### src/rtl/exec_sched.sv
// Run-level scheduler for the CGRA configuration/execution path.
// Pulses the loader, gates PC advances over the loop body, drains, reports.
module exec_sched #(
    parameter int CNT_WIDTH  = 32,
    parameter int PIPE_DEPTH = 8
) (
    input  logic                 clk,
    input  logic                 rst,
    input  logic                 start,
    input  logic [CNT_WIDTH-1:0] num_conf,
    input  logic [CNT_WIDTH-1:0] start_loop,
    input  logic [CNT_WIDTH-1:0] num_iter,
    input  logic                 conf_loaded,
    input  logic                 in_valid,
    input  logic                 out_ready,
    output logic                 load_start,
    output logic                 en_pc,
    output logic                 busy,
    output logic                 done,
    output logic [CNT_WIDTH-1:0] iter_cnt,
    output logic [CNT_WIDTH-1:0] cycle_cnt
);

    typedef enum logic [2:0] {
        S_IDLE,
        S_LOAD,
        S_RUN,
        S_DRAIN,
        S_FIN
    } state_t;

    localparam int DW = $clog2(PIPE_DEPTH + 1);
    localparam logic [DW-1:0] DRAIN_LAST = DW'(PIPE_DEPTH - 1);
    localparam logic [CNT_WIDTH-1:0] CNT_MAX = '1;
    localparam logic [CNT_WIDTH-1:0] ONE = CNT_WIDTH'(1);

    state_t               state_q, state_d;
    logic [CNT_WIDTH-1:0] num_conf_q, num_conf_d;
    logic [CNT_WIDTH-1:0] start_loop_q, start_loop_d;
    logic [CNT_WIDTH-1:0] num_iter_q, num_iter_d;
    logic [CNT_WIDTH-1:0] idx_q, idx_d;
    logic [CNT_WIDTH-1:0] iter_q, iter_d;
    logic [CNT_WIDTH-1:0] cyc_q, cyc_d;
    logic [DW-1:0]        drain_q, drain_d;
    logic                 load_start_q, load_start_d;
    logic                 busy_q, busy_d;
    logic                 done_q, done_d;

    logic [CNT_WIDTH-1:0] loop_start;
    logic [CNT_WIDTH-1:0] body_end;
    logic [CNT_WIDTH-1:0] iter_inc;
    logic                 adv;

    // Loop re-entry point is clamped into the program; PC gating.
    always_comb begin
        body_end   = num_conf_q - ONE;
        loop_start = (start_loop_q < num_conf_q) ? start_loop_q : body_end;
        iter_inc   = iter_q + ONE;
        adv        = (state_q == S_RUN) && in_valid && out_ready;
    end

    // Next-state and next-value logic for the whole scheduler.
    always_comb begin
        state_d      = state_q;
        num_conf_d   = num_conf_q;
        start_loop_d = start_loop_q;
        num_iter_d   = num_iter_q;
        idx_d        = idx_q;
        iter_d       = iter_q;
        cyc_d        = cyc_q;
        drain_d      = drain_q;
        busy_d       = busy_q;
        load_start_d = 1'b0;
        done_d       = 1'b0;
        case (state_q)
            S_IDLE: begin
                if (start) begin
                    num_conf_d   = num_conf;
                    start_loop_d = start_loop;
                    num_iter_d   = num_iter;
                    iter_d       = '0;
                    cyc_d        = '0;
                    load_start_d = 1'b1;
                    busy_d       = 1'b1;
                    state_d      = S_LOAD;
                end
            end
            S_LOAD: begin
                if (conf_loaded) begin
                    if (num_conf_q == '0 || num_iter_q == '0) begin
                        done_d  = 1'b1;
                        state_d = S_FIN;
                    end else begin
                        idx_d   = '0;
                        state_d = S_RUN;
                    end
                end
            end
            S_RUN: begin
                if (cyc_q != CNT_MAX) begin
                    cyc_d = cyc_q + ONE;
                end
                if (adv) begin
                    if (idx_q == body_end) begin
                        iter_d = iter_inc;
                        idx_d  = loop_start;
                        if (iter_inc == num_iter_q) begin
                            drain_d = '0;
                            state_d = S_DRAIN;
                        end
                    end else begin
                        idx_d = idx_q + ONE;
                    end
                end
            end
            S_DRAIN: begin
                if (drain_q == DRAIN_LAST) begin
                    done_d  = 1'b1;
                    state_d = S_FIN;
                end else begin
                    drain_d = drain_q + DW'(1);
                end
            end
            S_FIN: begin
                busy_d  = 1'b0;
                state_d = S_IDLE;
            end
            default: begin
                busy_d  = 1'b0;
                state_d = S_IDLE;
            end
        endcase
    end

    // State and registered outputs; reset aborts any run silently.
    always_ff @(posedge clk) begin
        if (!rst) begin
            state_q      <= S_IDLE;
            num_conf_q   <= '0;
            start_loop_q <= '0;
            num_iter_q   <= '0;
            idx_q        <= '0;
            iter_q       <= '0;
            cyc_q        <= '0;
            drain_q      <= '0;
            load_start_q <= 1'b0;
            busy_q       <= 1'b0;
            done_q       <= 1'b0;
        end else begin
            state_q      <= state_d;
            num_conf_q   <= num_conf_d;
            start_loop_q <= start_loop_d;
            num_iter_q   <= num_iter_d;
            idx_q        <= idx_d;
            iter_q       <= iter_d;
            cyc_q        <= cyc_d;
            drain_q      <= drain_d;
            load_start_q <= load_start_d;
            busy_q       <= busy_d;
            done_q       <= done_d;
        end
    end

    assign en_pc      = adv;
    assign load_start = load_start_q;
    assign busy       = busy_q;
    assign done       = done_q;
    assign iter_cnt   = iter_q;
    assign cycle_cnt  = cyc_q;

endmodule
### config.mk
export PLATFORM = sky130hd
export DESIGN_NAME = exec_sched
export DESIGN_NICKNAME = d
export VERILOG_FILES = /design/src/rtl/exec_sched.sv
export SDC_FILE = /design/constraint.sdc
export NUM_CORES = 1
export LEC_CHECK = 0
export CAP_MARGIN = 20
export CORE_UTILIZATION = 30
export DETAILED_ROUTE_END_ITERATION = 10
export SYNTH_ARGS = -nofsm -noshare
export SYNTH_HDL_FRONTEND = slang
export SYNTH_SLANG_ARGS = --single-unit
### constraint.sdc
create_clock -name clk -period 11.45 [get_ports clk]
set_input_delay 1.145 -clock clk [delete_from_list [all_inputs] [get_ports clk]]
set_output_delay 1.145 -clock clk [all_outputs]
set_load 0.01 [all_outputs]
---- After elaboration in Yosys (flattened, before gate mapping) ----
Index checks and enable logic that the tools add are counted.
cells by class
  add/subtract/negate cells ............... 5
  magnitude comparators ................... 1
  equality and inequality tests ........... 16
  multiplexer cells ....................... 32
  bitwise operators ....................... 1
  reductions and logical operators ........ 18
operators with widths
  cell                   count
  $mux 32                9
  $pmux 32 s2            3
  $add 32x1->32 const B  3
  $eq 32x32->1           2
  $logic_not 32->1       2
  $lt 32x32->1           1
  $ne 32x32->1 const B   1
  $sub 32x1->32 const B  1
  $mux 3                 7
  $mux 4                 4
  $ne 2x2->1 const B     6
  $pmux 3 s4             1
  $pmux 4 s2             1
  $reduce_and 4->1       2
  $eq 3x2->1 const B     2
  $ne 2x1->1 const B     3
  $reduce_and 2->1       3
  $reduce_and 6->1       1
  $reduce_bool 2->1      3
  $mux 1                 5
  $reduce_and 5->1       1
  $add 4x1->4 const B    1
  $eq 4x3->1 const B     1
  $pmux 1 s2             2
  other kinds (7)        8
storage, ports and cells
  flip-flop bits (word level) ............. 202

---- Longest topological paths before layout ----
  depth after elaboration ................. 6
  depth in mapped cells ................... 14
  depth with buffers taken out ............ 11

---- Worst setup path after synthesis ----
Ideal clock, no wire load.
  kind .................................... reg-to-reg
  start point ............................. reg num_conf_q[0]
  end point ............................... reg idx_q[7]
  library setup time ...................... 0.132 ns
  data arrival time ....................... 3.553 ns
  slack ................................... 7.765 ns
  stages on the path, launching flop included .. 15
  period minus slack after synthesis ...... 3.685 ns
  cells stage by stage .................... dfxtp_1 inv_1 ha_1 or3b_1 buf_2 nor3_1 mux2_2 or3_1 or4_1 nor4_1 nand4_1 buf_4 buf_2 a32oi_1 a21oi_1
between the ends
  cells in the longest elaborated chain, start to end .. 5
  elaborated cells on any way between the ends .. 11
  those cells by class .................... add/sub: 1; order compare: 1; eq/ne: 2; mux: 4; reduce/logical: 3
RTL lines
  element                                        RTL line  source
  from (decl)                                    38        logic [CNT_WIDTH-1:0] num_conf_q, num_conf_d;
  from (signal assigned)                         151       num_conf_q <= num_conf_d;
  $sub 32x1->32 or $lt 32x32->1 (tied branches)  56, 57
  $eq 32x32->1 or $mux 32 (tied branches)        104, 57
  $mux 32                                        104       if (idx_q == body_end) begin
  $mux 32                                        103       if (adv) begin
  $pmux 32 s2                                    75        case (state_q)
  to (signal assigned)                           154       idx_q <= idx_d;
  to (decl)                                      41        logic [CNT_WIDTH-1:0] idx_q, idx_d;
Parallel ways exist; a longest one is shown, timed or not. The select of a mux whose other input is x is not followed.
A chain may end at the register's enable or synchronous reset.

---- Worst setup path in the final report ----
  start point ............................. reg num_conf_q[0]
  end point ............................... reg iter_q[30] (netlist: iter_cnt[30])
between the ends
  cells in the longest elaborated chain, start to end .. 4
RTL lines
  element                            RTL line  source
  $sub 32x1->32                      56        body_end = num_conf_q - ONE;
  $eq 32x32->1                       104
  $ne 2x1->1 (no source line)        -
  $reduce_and 4->1 (no source line)  -
  to (signal assigned)               155       iter_q <= iter_d;
  to (decl)                          42        logic [CNT_WIDTH-1:0] iter_q, iter_d;
No other way between the ends.

==> metrics.md <==
| Metric | Value |
|---|---|
| Min cycle time layout | 4.846 ns |
| Synth-to-layout area growth | 20.65% |
| Largest family of logic cells by synthesized area | simple AND/OR/NAND/NOR gates |
| Flops & latches, synth | 202 |
| P_int | 1.670 mW |
| Max transition margin | 0.3129 |
| Most common cell on crit path | nor4_2 |
| Fin. max-slew vios | 0 |
| Cts repair resizes | 0 |
| Reg2reg setup slack | 6.60 ns |
| Largest stage delay, worst path | 0.65 ns |
| Post-CTS Setup Bufs | 0 |
| Overall global routing resource usage | 0.2059 |
| DRT Wirelength | 48,020 um |
| Clock buffer depth | 3 |
| Comb power frac | 0.404 |
| Setup violations, final | 0 |
| Power share of the clock group | 0.284 |
| Vias | 13,470 |
| Seq/Total Area, Yosys | 0.3018 |
| Avg Vias per Cell | 5.506 |
| Number of global-route vias before repair | 12,660 |
| EDFF count, synth | 0 |
| Syn Area/Cell | 7.566 um2 |
| Initial drt markers | 1,285 |
| Area of the core | 0.04412 mm2 |
| RD Place Congestion | 0.9809 |
| Initial core utilization | 0.3037 |
| Met2 Usage GRT | 0.3317 |
| Unique masters post-synth | 83 |
| Die X | 213.3 um |
| Critical-path top delay cell | nor4_2 |
| H-tree levels | 1 |
| Fin crit share | 0.4233 |
| Clock latency on the worst-skew pair | 0.55 ns |
| Inst Count DP | 2,402 |
| Tightest Hold Check Type | flop to flop |
| Syn Std Cell Area | 0.01340 mm2 |
| Static Leak | 5.709 nW |
| Die Y | 213.3 um |
| Synth Area in Simple Gates | 0.2857 |
| Share of power burned in registers | 0.312 |
| Crit-path leading delay family | simple AND/OR/NAND/NOR gates |
| First-pass GRT wire length | 73,240 um |
| Buf+Inv Stages, Crit Path | 3 |
| DR DRC count | 0 |
| Most common cell after layout, fill and taps aside | nand2_1 |
| Adder-Cell Fraction of Synth Area | 0.03362 |
| Most frequent cells in the layout | nand2_1 (287), dfxtp_1 (202), clkdlybuf4s50_1 (169) |
| Synth Instances | 1,771 |
| Post-DP HPWL | 35,530 um |
| Die ar. | 0.04551 mm2 |
| Hold Buf Count CTS | 0 |
| Antenna diodes | 0 |
| Setup Skew | 0.02145 ns |
| Crit-path max FO | 39 |
| Final Non-Filler Cells | 2,446 |
| Initial antenna violation count | 0 |
| Post-synth top flop | dfxtp_1 |
| Synth Area in Compound Gates | 0.1968 |
| 1st-pass router iterations | 8 |
| RSZ-0062 raised after global routing | false |
| Syn nets | 1,909 |
| Post-synth ARST share | 0 |
| Pin count of the biggest net entering global routing | 78 |
| WL/cell | 19.63 um |
| Grt peak-use layer | met2 |
| Cell Rows | 77 |
| Power Density | 175.2 mW/mm2 |
| Fin. Hold Viols | 0 |
| Req. time, crit path | 11.88 ns |
| Total CTS buffers | 25 |
| Worst setup path class | flop to flop |
| Antenna-violating nets left | 0 |
| GRT met3 Usage | 0.03032 |
| Grt total ovfl | 0 |
| Maximum vdd drop | 0.0001135 V |
| MaxCap Viol Count | 0 |
| Clock-pin slew on the worst setup and hold paths | 0.06 ns |
| Setup_tns | 0 ns |
| PortBufs | 169 |
| Switching Power | 1.162 mW |
| Switching share of power | 0.4104 |
| Critical Path, Cell by Cell | inv_1, ha_1, or3b_1, nor4_2, nand4_1, xnor2_1, a211o_1, nor4_2, nand4_2, buf_4, and2_1, buf_8, o311a_1 |
| Nets | 1,976 |
| Ys Warns | 0 |
| CTS tree | done |
| IO Count | 170 |
| Slew @ Worst Pin | 1.028 ns |
| CTS root buf | clkbuf_16 |
| Mux share of post-synthesis cell area | 0.03698 |
| Worst setup EP type | flop |
| Crit path arrival time | 5.28 ns |
| Layout cell share with drive strength beyond 1 | 0.05663 |
| Crit path launch type | flop |
| Xor and xnor area share after synthesis | 0.08283 |
| Fmax | 206.3 MHz |
| Met1 Usage GRT | 0.2866 |
| Status | finished clean |
| # clock sinks | 202 |
[power groups by stage]
stage	sequential [mW]	combinational (mW)	clock [mW]
6_report	0.885	1.14	0.803
5_1_grt	0.895	1.24	0.851
4_1_cts	0.882	1.13	0.824
3_5_place_dp	0.898	1.12	0
3_3_place_gp	0.894	1.13	0
2_1_floorplan	0.826	0.849	0
[metal layers]
| metal | vias to the layer above | routed length (um) |
|---|---|---|
| li1 | 6495 | - |
| met5 | - | 0 |
| met4 | 0 | 1256 |
| met1 | 6360 | 21950 |
| met3 | 91 | 3204 |
| met2 | 521 | 21600 |
[final cells by class]
cell class	count	area, um2
fillers	4664	27960
clock buffers	30	664.4
repair buffers	182	1797
inverters	61	231.5
clock inverters	13	151.4
multi-input cells	1366	8537
well taps	592	740.7
flip-flops and latches	202	4044
[synthesized netlist by cell type, drive strengths merged (16+ instances only)]
library cell,n,area (um2)
nand3,60,300.3
and4,17,148.9
a211oi,21,157.7
nand4,47,306.5
buf,30,182.7
o211ai,16,120.1
xnor2,79,691.9
and3,34,212.7
nand2,287,1077
a31oi,19,118.9
ha,36,450.4
xor2,40,350.3
or3,20,130.1
dfxtp,202,4044
a21oi,151,755.7
inv,61,229.0
nor2,114,430.4
nor3,62,310.3
clkbuf,112,421.7
nor4,46,360.3
o21ai,60,300.3
mux2i,36,360.4
[cell families (layout without fill, tap and decap cells)]
logic type / count (synthesis) / in the layout
muxes: 48 / 48
adders and majority gates: 36 / 36
xor gates and xnor gates: 122 / 122
buffers and inverters: 203 / 286
DFF: 202 / 202
AOI/OAI and AO/OA: 398 / 398
and+or+nand+nor: 762 / 762
[state kept, by name, indices dropped and copies added, names as in the netlist]
register	count
cycle_cnt	32
idx_q	32
iter_cnt	32
num_conf_q	32
num_iter_q	32
start_loop_q	32
drain_q	4
state_q	3
busy	1
done	1
load_start	1
[stage by stage]
step / utilization / worst slack, ns / hold WS [ns] / cell area, um2 / total power, mW
floorplan: - / 7.765 / 0.4227 / 13400 / 1.674
global placement: 0.3475 / 6.649 / 0.4378 / 15330 / 2.028
detailed placement: 0.3475 / 6.578 / 0.4639 / 15330 / 2.022
CTS: 0.3660 / 6.571 / 0.4686 / 16150 / 2.835
global route: 0.3664 / 6.331 / 0.4908 / 16170 / 2.990
finish: 0.3664 / 6.604 / 0.4690 / 16170 / 2.832
[path summary, 6_finish.rpt]
kind                            cells after the start           from            to
worst max register to register                     13  num_conf_q[0]  iter_cnt[30]
worst min register to register                      1     drain_q[3]    drain_q[3]
worst min-delay path                                1     drain_q[3]    drain_q[3]
worst max-delay path                               13  num_conf_q[0]  iter_cnt[30]
[worst register-to-register path, cell delays in order, from the launching register on]
cell	delay [ns]
dfxtp_1	0.38
inv_1	0.10
ha_1	0.27
or3b_1	0.56
nor4_2	0.65
nand4_1	0.28
xnor2_1	0.25
a211o_1	0.32
nor4_2	0.45
nand4_2	0.14
buf_4	0.31
and2_1	0.44
buf_8	0.26
o311a_1	0.33
(Power assumes the default switching activity.)
